$ cat src/rtl/bht_predictor.sv
// Branch history table: 2-bit saturating counters predicting decode-stage branches,
// trained by execute-stage resolves. Define BHT_GSHARE_EN for gshare (PC ^ GHR) indexing.
module bht_predictor #(
  parameter int IDX_W = 6,
  parameter int CNT_W = 16
) (
  input  logic             clock,
  input  logic             reset_n,
  input  logic             lookup_valid,
  input  logic [31:0]      lookup_pc,
  output logic             predict_taken,
  input  logic             resolve_valid,
  input  logic [31:0]      resolve_pc,
  input  logic             resolve_taken,
  input  logic             resolve_predicted,
  input  logic [31:0]      resolve_target,
  input  logic [31:0]      resolve_fallthru,
  output logic             mispredict,
  output logic [31:0]      redirect_pc,
  output logic [CNT_W-1:0] mispredict_count
`ifdef BHT_GSHARE_EN
  ,
  output logic [IDX_W-1:0] lookup_hist,
  input  logic [IDX_W-1:0] resolve_hist
`endif
);

  localparam int TABLE_SIZE = 2 ** IDX_W;
  localparam logic [CNT_W-1:0] COUNT_MAX = '1;

  logic [1:0]       bhtTable [TABLE_SIZE];
  logic [IDX_W-1:0] lookupIdx;
  logic [IDX_W-1:0] resolveIdx;
  logic             isMispredict;

  function automatic logic [1:0] satInc(input logic [1:0] cnt);
    return (cnt == 2'b11) ? cnt : cnt + 2'b01;
  endfunction

  function automatic logic [1:0] satDec(input logic [1:0] cnt);
    return (cnt == 2'b00) ? cnt : cnt - 2'b01;
  endfunction

`ifdef BHT_GSHARE_EN
  logic [IDX_W-1:0] ghr;
  logic             unusedBits;

  assign lookupIdx   = lookup_pc[IDX_W-1:0] ^ ghr;
  assign resolveIdx  = resolve_pc[IDX_W-1:0] ^ resolve_hist;
  assign lookup_hist = ghr;
  assign unusedBits  = ^{lookup_pc[31:IDX_W], resolve_pc[31:IDX_W], resolve_hist[IDX_W-1]};

  // History is rebuilt from the resolved branch's own history, so a
  // mispredicted path never pollutes it.
  always_ff @(posedge clock or negedge reset_n) begin
    if (!reset_n) begin
      ghr <= '0;
    end else if (resolve_valid) begin
      ghr <= {resolve_hist[IDX_W-2:0], resolve_taken};
    end
  end
`else
  logic unusedBits;

  assign lookupIdx  = lookup_pc[IDX_W-1:0];
  assign resolveIdx = resolve_pc[IDX_W-1:0];
  assign unusedBits = ^{lookup_pc[31:IDX_W], resolve_pc[31:IDX_W]};
`endif

  // Reads the table before this cycle's update lands: no forwarding.
  assign predict_taken = lookup_valid & bhtTable[lookupIdx][1];
  assign isMispredict  = resolve_valid & (resolve_taken != resolve_predicted);

  always_ff @(posedge clock or negedge reset_n) begin
    if (!reset_n) begin
      for (int i = 0; i < TABLE_SIZE; i++) begin
        bhtTable[i] <= 2'b01;
      end
    end else if (resolve_valid) begin
      bhtTable[resolveIdx] <= resolve_taken ? satInc(bhtTable[resolveIdx])
                                            : satDec(bhtTable[resolveIdx]);
    end
  end

  // Resolve -> flush pulse boundary: outputs are one cycle behind the resolve.
  always_ff @(posedge clock or negedge reset_n) begin
    if (!reset_n) begin
      mispredict       <= 1'b0;
      redirect_pc      <= '0;
      mispredict_count <= '0;
    end else begin
      mispredict <= isMispredict;
      if (isMispredict) begin
        redirect_pc <= resolve_taken ? resolve_target : resolve_fallthru;
        if (mispredict_count != COUNT_MAX) begin
          mispredict_count <= mispredict_count + CNT_W'(1);
        end
      end
    end
  end

endmodule
$ cat config.mk
export PLATFORM = sky130hd
export DESIGN_NAME = bht_predictor
export DESIGN_NICKNAME = d
export VERILOG_FILES = /design/src/rtl/bht_predictor.sv
export SDC_FILE = /design/constraint.sdc
export NUM_CORES = 1
export LEC_CHECK = 0
export ABC_AREA = 1
export CORE_ASPECT_RATIO = 0.75
export CORE_MARGIN = 8
export CORE_UTILIZATION = 55
export CTS_BUF_LIST = sky130_fd_sc_hd__clkbuf_8
export DETAILED_ROUTE_END_ITERATION = 12
export GPL_TIMING_DRIVEN = 0
export PLACE_DENSITY = 0.86
export SKIP_LAST_GASP = 1
export SLEW_MARGIN = 10
export SYNTH_ARGS = -nofsm -noshare
export SYNTH_HDL_FRONTEND = slang
export SYNTH_SLANG_ARGS = --single-unit
$ cat constraint.sdc
create_clock -name clock -period 3 [get_ports clock]
set_input_delay 0.75 -clock clock [delete_from_list [all_inputs] [get_ports clock]]
set_output_delay 0.75 -clock clock [all_outputs]
set_load 0.03 [all_outputs]
==> impl_metrics.json <==
{
  "setup.worst_path.start_class": "primary input",
  "via_per_inst": 5.55,
  "synthArstFlopShare_pct": 100,
  "synth_most_common_cell": "nand2_1",
  "rsz0062_at_grt": "false",
  "grt_max_degree": 112,
  "grt_pass1_wl_mm": 53.2,
  "antenna_found_initial": 0,
  "ctsLongestPathBuffers": 2,
  "setup_viol": 0,
  "ir_drop_uv": 510,
  "maxCapViolations": 0,
  "synthCells": 1463,
  "first_global_vias": 9899,
  "clkLatencyLatePin_ns": 0.49,
  "avgSynthCellArea_um2": 6.79,
  "hp-class": "in2async",
  "cts.root.buffer_cell": "clkbuf_8",
  "maxSlewViolCount": 0,
  "endpoint_kind": "output port",
  "synth_top_area_cell": "dfrtp_1",
  "post-route-min-period_ns": 2.92,
  "reg2regPathDepth": 12,
  "drt_iter0_markers": 1373,
  "finalWorstSetupSlack_ns": 0.0789,
  "p_switching_w": 0.00227,
  "crit_path_top_delay_cell": "inv_1",
  "clock_skew_ns": 0.0114,
  "synthTopCellsByArea": "dfrtp_1 (28%), nand2_1 (27%), dfstp_2 (17%), nor2_1 (5.3%), inv_1 (4.8%)",
  "switching_share_pct": 35.9,
  "synth_edf_count": 0,
  "post-place-ws_ns": -1.37,
  "grt_use_total_pct": 30.0,
  "yosysSeqAreaShare_pct": 45.4,
  "area_growth_pct": 21.2,
  "ys_top_cells_by_count": "nand2_1 (705), nor2_1 (140), inv_1 (126)",
  "nNetsFinal": 1748,
  "synth_cell_types": 28,
  "synthesis.area_um2": 9930,
  "synth_fp_nets": 1598,
  "antenna_left": 0,
  "num_rows": 42,
  "maxSlewHeadroom_pct": 37.7,
  "firstDrtPassIters": 6,
  "dieArea_um2": 22700,
  "clkTransAtPathRegs_ns": 0.10,
  "arrival_ns": 2.17,
  "r2r_start": "bhtTable[63]$_DFFE_PN0P_",
  "synth-seq-cells": 177,
  "coreArea_um2": 17700,
  "pwr-share-comb_pct": 26.7,
  "ctsHoldBuffers": 0,
  "n_fill_cell": 1543,
  "worstSetupPathType": "in2out",
  "p_int_w": 0.00404,
  "finalSetupTns_ns": 0,
  "die_x_um": 171,
  "chipHeight_um": 132,
  "p_clk_share_pct": 25.8,
  "drive_above_1_share_pct": 9.90,
  "tightest_slew_ns": 0.934,
  "post_drt_wl_per_cell_um": 18.1,
  "layoutNonFillerInstCount": 1868,
  "grt.overflow.total": 0,
  "final_util_pct": 68.2,
  "numCtsBuffers": 17,
  "synth.top_cell.area_share_pct": 28.5,
  "ios": 184,
  "r2r_setup_slack_ns": 0.67,
  "slowest_delay_ns": 0.38,
  "power_leakage_nw": 5.86,
  "finalCritPeriodShare_pct": 97.4,
  "critical_path.reg2reg.endpoint": "bhtTable[127]$_DFFE_PN0P_",
  "cts_htree_levels": 4,
  "p_per_area_nw_per_um2": 524,
  "outcome": "completed",
  "fmax_ghz": 0.342,
  "crit_chain": "clkbuf_2 > inv_1 > nand3_1 > nand2_1 > nand2_1 > nand3_1 > nand3_2 > a21boi_2 > buf_6",
  "required_ns": 2.25,
  "synthFlopType": "dfrtp_1",
  "cts_tree": "done",
  "placed_cells": 1832,
  "cts.sinks": 177,
  "drcViolationCount": 0,
  "io_buffer_count": 126,
  "post-dp-hpwl_mm": 23.7,
  "initial_utilization_pct": 56.2,
  "power_w": 0.00631,
  "gp_congestion": 1.01,
  "vias": 10400,
  "path_max_fanout": 9,
  "wirelength_mm": 33.8,
  "pwr-share-seq_pct": 47.4,
  "yosysWarnings": 0,
  "insertedDiodeCount": 0,
  "hold_viol_final": 0
}
==> worst max-delay path, delay by kind of cell <==
family	cells	cell delay [ns]
simple gates	5	0.48
buf+inv	3	0.76
compound gates	1	0.16
==> kinds of logic after synthesis <==
family / count (synthesis) / synth area share, %
compound gates: 107 / 6.39
xor+xnor: 16 / 1.41
fa+ha+maj: 1 / 0.126
buf+inv: 196 / 8.47
flops: 177 / 45.4
simple gates: 966 / 38.2
==> metrics by stage <==
| step | cell area [um^2] | hold WS (ns) |
|---|---|---|
| floorplan | 9930 | 0.447 |
| global route | 12000 | 0.229 |
| global placement | 11500 | 0.452 |
| detailed placement | 11500 | 0.456 |
| CTS | 12000 | 0.213 |
| finish | 12000 | 0.193 |
==> how the worst max path moves through the flow <==
stage | startpoint | to | slack [ns] | depth (start not counted)
2_1_floorplan | lookup_pc[0] | predict_taken | 0.04 | 8
3_3_place_gp | reset_n | redirect_pc[14]$_DFFE_PN0P_ | -5.94 | 1
3_5_place_dp | lookup_pc[0] | predict_taken | -1.37 | 10
4_1_cts | lookup_pc[0] | predict_taken | 0.02 | 10
5_1_grt | resolve_pc[2] | bhtTable[61]$_DFFE_PN0P_ | 0.04 | 14
6_report | lookup_pc[2] | predict_taken | 0.08 | 9
==> sequential cells by signal, indices dropped and copies added, names as in the netlist <==
signal	count
bhtTable	128
redirect_pc	32
mispredict_count	16
mispredict	1
==> power groups by stage <==
stage          sequential, W  combinational [W]  clock (W)
2_1_floorplan        0.00320           0.000725          0
3_3_place_gp         0.00301            0.00161          0
3_5_place_dp         0.00302            0.00165          0
4_1_cts              0.00298            0.00167    0.00163
5_1_grt              0.00303            0.00182    0.00172
6_report             0.00299            0.00169    0.00163
==> final cells by class <==
cell class | instances | area, um^2 | area share [%]
multi-input cells | 1090 | 4600 | 38.2
flip-flops and latches | 177 | 4510 | 37.5
repair buffers | 131 | 1320 | 10.9
inverters | 129 | 489 | 4.07
plain buffers | 67 | 438 | 3.64
well taps | 242 | 303 | 2.52
clock buffers | 18 | 248 | 2.06
clock inverters | 14 | 131 | 1.09
==> cells in the final DEF, fill, tap and decap left out, types with 7 or more instances in the layout <==
cell / netlist / final
nand2_1: 705 / 705
nor2_1: 140 / 140
inv_1: 126 / 125
clkdlybuf4s50_1: 0 / 121
dfrtp_1: 113 / 113
nand3_1: 92 / 89
dfstp_2: 64 / 64
a31oi_1: 32 / 32
o21ai_0: 37 / 30
clkbuf_1: 33 / 23
clkbuf_8: 0 / 23
buf_2: 21 / 22
nor3_1: 21 / 21
o211ai_1: 15 / 15
a21oi_1: 12 / 12
o21ai_1: 5 / 12
buf_6: 9 / 10
xor2_1: 9 / 9
xnor2_1: 7 / 7
buf_4: 3 / 7
==> what timing repair did <==
item                                    in CTS  in global routing
endpoints found under the setup margin       1                  1
setup buffers                                3                  0
pin swaps                                    4                  5
gates resized for setup                     43                 16
cloned                                       1                  0
==> metal layers <==
metal / global-route usage (%) / part of all wire (%) / wire [um] / vias up
li1: - / - / - / 4821
met1: 39.5 / 40 / 13600 / 4782
met2: 45.7 / 44 / 14800 / 672
met3: 9.96 / 13 / 4330 / 92
met4: 10.2 / 3.1 / 1050 / 0
met5: 0 / 0 / 0 / -
Power figures use the tool's default switching activity.
